### src/rtl/shift_reg_buttons.sv
// Button-driven bidirectional shift register: sync, debounce, auto-repeat, rotate and parallel load.
// Latency: press stable before edge k -> q updates at edge k+DEBOUNCE+3; no backpressure, losing events dropped.

module srb_debounce #(
  parameter int DEBOUNCE = 16
) (
  input  logic clk,
  input  logic reset,
  input  logic btn_n,
  output logic stable
);
  localparam int CW = $clog2(DEBOUNCE) + 1;
  localparam logic [CW-1:0] LAST = CW'(DEBOUNCE - 1);

  logic          sync1;
  logic          sync2;
  logic [CW-1:0] cnt;

  // Synchroniser inverts so that 1 means pressed from here on.
  always_ff @(posedge clk or posedge reset) begin
    if (reset) begin
      sync1  <= 1'b0;
      sync2  <= 1'b0;
      stable <= 1'b0;
      cnt    <= '0;
    end else begin
      sync1 <= ~btn_n;
      sync2 <= sync1;
      if (sync2 == stable) begin
        cnt <= '0;
      end else if (cnt == LAST) begin
        stable <= sync2;
        cnt    <= '0;
      end else begin
        cnt <= cnt + CW'(1);
      end
    end
  end
endmodule

module srb_repeat #(
  parameter int REPEAT_DELAY  = 1000,
  parameter int REPEAT_PERIOD = 250,
  parameter int REPEAT_EN     = 1
) (
  input  logic clk,
  input  logic reset,
  input  logic stable,
  output logic fire
);
  localparam int MAXC = (REPEAT_DELAY > REPEAT_PERIOD) ? REPEAT_DELAY : REPEAT_PERIOD;
  localparam int CW   = $clog2(MAXC) + 1;
  localparam logic [CW-1:0] DLY_LAST = CW'(REPEAT_DELAY - 1);
  localparam logic [CW-1:0] PER_LAST = CW'(REPEAT_PERIOD - 1);

  typedef enum logic [1:0] {IDLE, DELAY, RPT, HELD} state_t;

  state_t        state;
  state_t        state_nxt;
  logic [CW-1:0] cnt;
  logic [CW-1:0] cnt_nxt;
  logic          fire_nxt;

  always_ff @(posedge clk or posedge reset) begin
    if (reset) begin
      state <= IDLE;
      cnt   <= '0;
      fire  <= 1'b0;
    end else begin
      state <= state_nxt;
      cnt   <= cnt_nxt;
      fire  <= fire_nxt;
    end
  end

  always_comb begin
    state_nxt = state;
    cnt_nxt   = cnt;
    fire_nxt  = 1'b0;
    case (state)
      IDLE: begin
        if (stable) begin
          fire_nxt  = 1'b1;
          cnt_nxt   = '0;
          state_nxt = (REPEAT_EN != 0) ? DELAY : HELD;
        end
      end
      DELAY: begin
        if (!stable) begin
          state_nxt = IDLE;
          cnt_nxt   = '0;
        end else if (cnt == DLY_LAST) begin
          fire_nxt  = 1'b1;
          cnt_nxt   = '0;
          state_nxt = RPT;
        end else begin
          cnt_nxt = cnt + CW'(1);
        end
      end
      RPT: begin
        if (!stable) begin
          state_nxt = IDLE;
          cnt_nxt   = '0;
        end else if (cnt == PER_LAST) begin
          fire_nxt = 1'b1;
          cnt_nxt  = '0;
        end else begin
          cnt_nxt = cnt + CW'(1);
        end
      end
      HELD: begin
        if (!stable) state_nxt = IDLE;
      end
      default: state_nxt = IDLE;
    endcase
  end
endmodule

module shift_reg_buttons #(
  parameter int WIDTH         = 8,
  parameter int DEBOUNCE      = 16,
  parameter int REPEAT_DELAY  = 1000,
  parameter int REPEAT_PERIOD = 250,
  parameter int REPEAT_EN     = 1
) (
  input  logic             clk,
  input  logic             reset,
  input  logic             btn_left_n,
  input  logic             btn_right_n,
  input  logic             btn_load_n,
  input  logic             ser_lsb,
  input  logic             ser_msb,
  input  logic             rotate,
  input  logic [WIDTH-1:0] load_data,
  output logic [WIDTH-1:0] q,
  output logic             step
);
  logic stable_left;
  logic stable_right;
  logic stable_load;
  logic fire_left;
  logic fire_right;
  logic fire_load;

  srb_debounce #(.DEBOUNCE(DEBOUNCE)) u_db_left (
    .clk(clk), .reset(reset), .btn_n(btn_left_n), .stable(stable_left)
  );
  srb_debounce #(.DEBOUNCE(DEBOUNCE)) u_db_right (
    .clk(clk), .reset(reset), .btn_n(btn_right_n), .stable(stable_right)
  );
  srb_debounce #(.DEBOUNCE(DEBOUNCE)) u_db_load (
    .clk(clk), .reset(reset), .btn_n(btn_load_n), .stable(stable_load)
  );

  srb_repeat #(
    .REPEAT_DELAY(REPEAT_DELAY), .REPEAT_PERIOD(REPEAT_PERIOD), .REPEAT_EN(REPEAT_EN)
  ) u_rp_left (
    .clk(clk), .reset(reset), .stable(stable_left), .fire(fire_left)
  );
  srb_repeat #(
    .REPEAT_DELAY(REPEAT_DELAY), .REPEAT_PERIOD(REPEAT_PERIOD), .REPEAT_EN(REPEAT_EN)
  ) u_rp_right (
    .clk(clk), .reset(reset), .stable(stable_right), .fire(fire_right)
  );
  // Load never auto-repeats: one event per press.
  srb_repeat #(
    .REPEAT_DELAY(REPEAT_DELAY), .REPEAT_PERIOD(REPEAT_PERIOD), .REPEAT_EN(0)
  ) u_rp_load (
    .clk(clk), .reset(reset), .stable(stable_load), .fire(fire_load)
  );

  always_ff @(posedge clk or posedge reset) begin
    if (reset) begin
      q    <= '0;
      step <= 1'b0;
    end else begin
      step <= fire_load | fire_left | fire_right;
      if (fire_load) begin
        q <= load_data;
      end else if (fire_left) begin
        q <= {q[WIDTH-2:0], rotate ? q[WIDTH-1] : ser_lsb};
      end else if (fire_right) begin
        q <= {rotate ? q[0] : ser_msb, q[WIDTH-1:1]};
      end
    end
  end
endmodule

### config.mk
export PLATFORM = sky130hd
export DESIGN_NAME = shift_reg_buttons
export DESIGN_NICKNAME = d
export VERILOG_FILES = /design/src/rtl/shift_reg_buttons.sv
export SDC_FILE = /design/constraint.sdc
export NUM_CORES = 1
export LEC_CHECK = 0
export CAP_MARGIN = 5
export CELL_PAD_IN_SITES_DETAIL_PLACEMENT = 1
export CELL_PAD_IN_SITES_GLOBAL_PLACEMENT = 1
export CORE_MARGIN = 5
export CORE_UTILIZATION = 35
export CTS_CLUSTER_SIZE = 12
export DETAILED_ROUTE_END_ITERATION = 10
export GPL_TIMING_DRIVEN = 1
export PLACE_DENSITY = 0.62
export REMOVE_ABC_BUFFERS = 1
export SYNTH_ARGS = -nofsm -noshare
export SYNTH_HDL_FRONTEND = slang
export SYNTH_SLANG_ARGS = --single-unit
export TNS_END_PERCENT = 20
### constraint.sdc
create_clock -name clk -period 4.3 [get_ports clk]
set_clock_uncertainty 0.1 [all_clocks]
set_input_delay 0.86 -clock clk [delete_from_list [all_inputs] [get_ports clk]]
set_output_delay 0.86 -clock clk [all_outputs]
set_load 0.05 [all_outputs]
; ---- Word level (Yosys, flattened, before mapping)
; Index checks and enable logic that the tools add are counted.
[classes]
reduce_logical = 19
addsub = 6
n_mux = 62
bitwise = 8
eq_ne = 30
[ops]
columns = op, n
row1 = 11-bit two-way mux, 15
row2 = 11-bit one-hot mux with 3 select lines, 3
row3 = 11-bit by 1-bit adder with 11-bit output (second input constant), 3
row4 = 11-bit by 10-bit equality test with 1-bit output (second input constant), 3
row5 = 11-bit by 8-bit equality test with 1-bit output (second input constant), 3
row6 = 5-bit two-way mux, 6
row7 = 2-bit two-way mux, 12
row8 = 8-bit two-way mux, 3
row9 = 2-bit one-hot mux with 3 select lines, 3
row10 = 1-bit two-way mux, 17
row11 = 5-bit by 1-bit adder with 5-bit output (second input constant), 3
row12 = 5-bit by 4-bit equality test with 1-bit output (second input constant), 3
row13 = 2-bit equality test (second input constant), 6
row14 = 2-bit inequality test (second input constant), 6
row15 = 2-bit AND reduction, 6
row16 = 3-bit nonzero test, 4
row17 = 3-bit by 2-bit inequality test with 1-bit output (second input constant), 3
row18 = 1-bit one-hot mux with 3 select lines, 3
row19 = 3-bit AND reduction, 3
row20 = 2-bit by 1-bit equality test with 1-bit output (second input constant), 3
row21 = 2-bit zero test, 3
row22 = 1-bit NOT, 6
row23 = 2-bit OR reduction, 3
row24 = 1-bit equality test, 3
row25 = 1-bit OR, 2
[totals]
register_bits = 75
word_cells = 148
output_inout_bits = 9
inputBits = 16

; ---- Longest topological paths before layout
[depth]
word_depth = 4
mapped_depth = 8
mapped_depth_nobuf = 6

; ---- Modules after synthesis
; A second synthesis with hierarchy kept.
[hier_totals]
hier_cells = 413
area_unflattened_um2 = 4251.6
[modules_own_cells]
columns = mod, cells_each, area_per_inst_um2, n_inst, seq_area_each_um2
row1 = srb_debounce, 25, 319.1, 3, 200.2
row2 = srb_repeat at u_rp_load, 100, 929.6, 1, 350.3
row3 = srb_repeat at u_rp_left, 93, 904.6, 1, 350.3
row4 = srb_repeat at u_rp_right, 95, 900.9, 1, 350.3
row5 = shift_reg_buttons, 50, 559.3, 1, 225.2

; ---- Worst setup path after synthesis
; Ideal clock, no wire load.
[synth_timing]
path_type = flip-flop to flip-flop
start = register u_rp_left.state[0]
end = register u_rp_left.cnt[9]
n_path_buf = 2
stages_incl_launch_ff = 9
setup_time_ps = 87
arrival_time_ps = 2037
path_slack_ps = 2076
cell_sequence = dfrtp_1 inv_1 ha_1 nor2b_1 clkbuf_1 or2_2 clkbuf_1 or4_1 a22oi_1
[synth_between]
elab_chain_cells = 3
word_cells_on_any_way = 7
[synth_rtl]
columns = element, line
row1 = start: declaration, 58  ; state_t state;
row2 = start signal: assignment, 70  ; state <= state_nxt;
row3 = 2-bit by 1-bit equality test with 1-bit output (tied with other cells), 80  ; case (state)
row4 = 3-bit nonzero test (no line) or 2-bit inequality test (tied branches), -
row5 = 2-bit AND reduction (no line), -
row6 = end signal: assignment, 71  ; cnt <= cnt_nxt;
row7 = end: declaration, 60  ; logic [CW-1:0] cnt;
; Several ways; a longest one is shown, not always the timed one.
; A chain may end at the register's enable or synchronous reset.

; ---- Final worst setup path
[layout_timing]
start = register u_rp_right.cnt[1]
end = register u_rp_right.cnt[9]
[layout_between]
elab_chain_cells = 4
word_cells_on_any_way = 8
[layout_rtl]
columns = element, line
row1 = start: declaration, 60
row2 = start signal: assignment, 71
row3 = 11-bit by 1-bit adder with 11-bit output (tied with other cells), "97, 108"
row4 = 11-bit two-way mux (on tied branches), "104, 92"
row5 = 11-bit two-way mux (on tied branches), "101, 89"
row6 = 11-bit one-hot mux with 3 select lines (*), 80
; Every way passes the cells marked *; elsewhere a longest branch is shown, timed or not.

==> flow_metrics.py <==
metrics = {
    "clock_network": {
        "cts_tree": "done",
        "ctsResizeCount": 0,
        "cts_max_path_buffers": 2,
        "htreeDepth": 3,
        "cts_buffers": 9,
        "postCtsSetupBuffers": 0,
        "ctsRootBufferMaster": "clkbuf_16",
        "cts_hold_buf": 0,
        "clock_latency_ns": 0.33,
        "cts.clk_slew.worst_paths_ns": 0.06,
        "clock-sinks": 75,
    },
    "grt": {
        "grt_max_degree": 46,
        "antenna_found_initial": 0,
        "grt_use_total": 0.145,
        "grt_overflow": 0,
        "grt_pass1_wl_mm": 17.0,
        "grt_pass1_vias": 3463,
    },
    "timing": {
        "hold_viol": 0,
        "tightest_slew_ns": 0.884,
        "finalSetupTns_ns": 0,
        "max-slew-margin-rel": 0.408,
        "finalCriticalPeriod_ns": 2.68,
        "max_freq_mhz": 373,
        "rsz0062_at_grt": "false",
        "finalSetupViolCount": 0,
        "period_share": 0.623,
        "hold_ws_ns": 0.247,
        "maxSlewViolCount": 0,
    },
    "yosys": {
        "ys_types": 48,
        "yosys-top-cells-area": "dfrtp_1 44%, ha_1 8.0%, nand2_1 3.2%",
        "yosys_register_bits": 75,
        "postSynthCellCount": 438,
        "ys_seq_area_frac": 0.443,
        "ys.flop_type": "dfrtp_1",
        "synthArstFlopShare": 1.00,
        "synth_top_area_frac": 0.443,
        "syn_area_um2": 4230,
        "yosys_warnings": 0,
        "avgSynthCellArea_um2": 9.67,
        "synth_edf_count": 0,
        "synth_area_leader_cell": "dfrtp_1",
    },
    "min_path": {
        "min_path_type": "flip-flop to flip-flop",
        "hold_depth": 0,
    },
    "route": {
        "routed_wl_mm": 9.88,
        "detail_route.first_pass.iterations": 4,
        "via_per_inst": 5.47,
        "routedWlPerCell_um": 16.3,
        "vias": 3314,
        "dr.first_iter.drc_count": 175,
        "antenna_left": 0,
        "drc_errors": 0,
    },
    "setup_path": {
        "worstSetupPathType": "flip-flop to flip-flop",
        "cp.depth": 6,
        "max_stage_delay_ns": 0.71,
        "slowest_stage": "o211ai_1",
        "endpoint_kind": "flip-flop",
        "cp.required_ns": 4.37,
        "regToRegSetupSlack_ns": 1.62,
        "cp_cell_sequence": "inv_1, ha_1, or4b_2, o31a_1, o211ai_1, a22oi_1",
        "critPathCapture": "u_rp_right.cnt[9]",
        "crit_family": "compound AO/OA/AOI/OAI gates",
        "crit_arrival_ns": 2.75,
        "r2r-end": "u_rp_right.cnt[9]",
        "crit_buf_inv": 1,
        "cp-start-kind": "flip-flop",
        "startpoint": "u_rp_right.cnt[1]",
        "reg2reg_depth": 6,
        "r2r_start": "u_rp_right.cnt[1]",
        "path_max_fanout": 11,
    },
    "cells_and_area": {
        "area_delta_synth_final_pct": 16.6,
        "fin_cells": 606,
        "final_area_um2": 4940,
        "finalCoreUtilization": 0.415,
        "nNetsFinal": 498,
        "diodes": 0,
        "drive_above_1_share": 0.0741,
    },
    "floorplan": {
        "num_io_pins": 25,
        "die_y_um": 120,
        "start_util": 0.355,
        "num_rows": 40,
        "coreArea_um2": 11900,
        "die_w_um": 120,
        "dieArea_um2": 14400,
    },
    "place": {
        "postPlaceCellArea_um2": 4600,
        "port_buffers": 24,
        "dp_hpwl_mm": 6.86,
        "place_inst": 591,
        "place_congestion": 0.789,
    },
    "run": {
        "cap_violations": 0,
    },
    "pwr": {
        "peakVddDrop_mv": 0.146,
        "leakage_nw": 2.08,
        "power.density_nw_per_um2": 428,
    },
    "outcome": {
        "status": "finished clean",
    },
}
cell type report:
| type | count | area [um^2] |
|---|---|---|
| Clock buffer | 11 | 243 |
| Multi-Input combinational cell | 315 | 2170 |
| Inverter | 27 | 103 |
| Timing Repair Buffer | 27 | 263 |
| Sequential cell | 75 | 1880 |
| Clock inverter | 4 | 98.8 |
| Tap cell | 147 | 184 |
| Fill cell | 1330 | 6970 |
placed cells by master, fill, tap and decap left out, types with 9 or more instances in the layout:
cell type and n:
nand4_1 10, nand2_1 36, dfrtp_1 75, and2_1 9, nor4_1 14, xor2_1 11, clkdlybuf4s50_1 24, o21ai_0 20
nand3_1 15, clkbuf_16 9, ha_1 27, o211ai_1 11, nor2_1 25, a21oi_1 23, inv_1 26, mux2i_1 11
where the power goes:
part,internal [W],switching [W]
Combinational,0.000166,0.000299
Clock,0.000581,0.000291
Sequential,0.000739,0.0000378
cell families (layout without fill, tap and decap cells):
logic type | after synthesis | count (layout) | synth area share
multiplexers | 18 | 18 | 0.0455
AND/OR/NAND/NOR | 158 | 158 | 0.201
adder cells (fa/ha/maj) | 27 | 27 | 0.0798
AO/OA/AOI/OAI | 93 | 93 | 0.147
flip-flops | 75 | 75 | 0.443
buffers and inverters | 48 | 69 | 0.0440
XOR/XNOR | 19 | 19 | 0.0393
layer usage:
| metal | track usage | vias to the layer above | wire length (um) |
|---|---|---|---|
| met3 | 0.0273 | 11 | 197 |
| met1 | 0.189 | 1659 | 4810 |
| li1 | - | 1620 | - |
| met2 | 0.236 | 24 | 4690 |
| met4 | 0.0601 | 0 | 180 |
| met5 | 0 | - | 0 |
worst min-delay path by stage:
stage	startpoint	endpoint	slack, ns
finish	u_db_load.sync1	u_db_load.sync2	0.25
global route	u_db_load.sync1	u_db_load.sync2	0.25
CTS	u_db_load.sync1	u_db_load.sync2	0.25
detailed placement	u_db_load.sync1	u_db_load.sync2	0.24
global placement	u_db_load.sync1	u_db_load.sync2	0.24
floorplan	u_db_left.sync1	u_db_left.sync2	0.23
worst register-to-register path, cell delays in order, from the launching register on:
cell and delay [ns]:
dfrtp_1 0.42, inv_1 0.07, ha_1 0.13, or4b_2 0.60, o31a_1 0.27, o211ai_1 0.71
a22oi_1 0.20
registers in the layout, indices dropped and copies added, names as in the netlist, 2 cells and up:
signal	count
u_rp_load.cnt	11
u_db_right.cnt	5
u_rp_right.state	2
u_db_left.cnt	5
u_rp_right.cnt	11
u_rp_left.cnt	11
u_rp_load.state	2
q	8
u_db_load.cnt	5
u_rp_left.state	2
cell usage after synthesis, types with 2 or more instances:
| cell type | count |
|---|---|
| dfrtp_1 | 75 |
| nand2_1 | 36 |
| ha_1 | 27 |
| inv_1 | 27 |
| nor2_1 | 25 |
| a21oi_1 | 23 |
| o21ai_0 | 20 |
| clkbuf_1 | 16 |
| nand3_1 | 15 |
| nor4_1 | 14 |
| mux2i_1 | 11 |
| o211ai_1 | 11 |
| xor2_1 | 11 |
| nand4_1 | 10 |
| and2_1 | 9 |
| o2111ai_1 | 8 |
| xnor2_1 | 8 |
| nor3_1 | 7 |
| and3_1 | 6 |
| mux2_2 | 6 |
| nor2b_1 | 6 |
| o311ai_0 | 6 |
| o31ai_1 | 6 |
| or2_2 | 6 |
| a22oi_1 | 5 |
| buf_2 | 5 |
| nand2b_1 | 4 |
| o31a_1 | 4 |
| or3_1 | 4 |
| or4_1 | 4 |
| nor4b_1 | 3 |
| o21ai_1 | 2 |
| or4b_1 | 2 |
| or4b_2 | 2 |
stage by stage:
stage / worst slack [ns] / total power [W]
6_report: 1.62 / 0.00211
5_1_grt: 1.47 / 0.00224
4_1_cts: 1.60 / 0.00215
3_5_place_dp: 1.60 / 0.00126
3_3_place_gp: 1.68 / 0.00125
2_1_floorplan: 1.43 / 0.00112
Power figures use the tool's default switching activity.
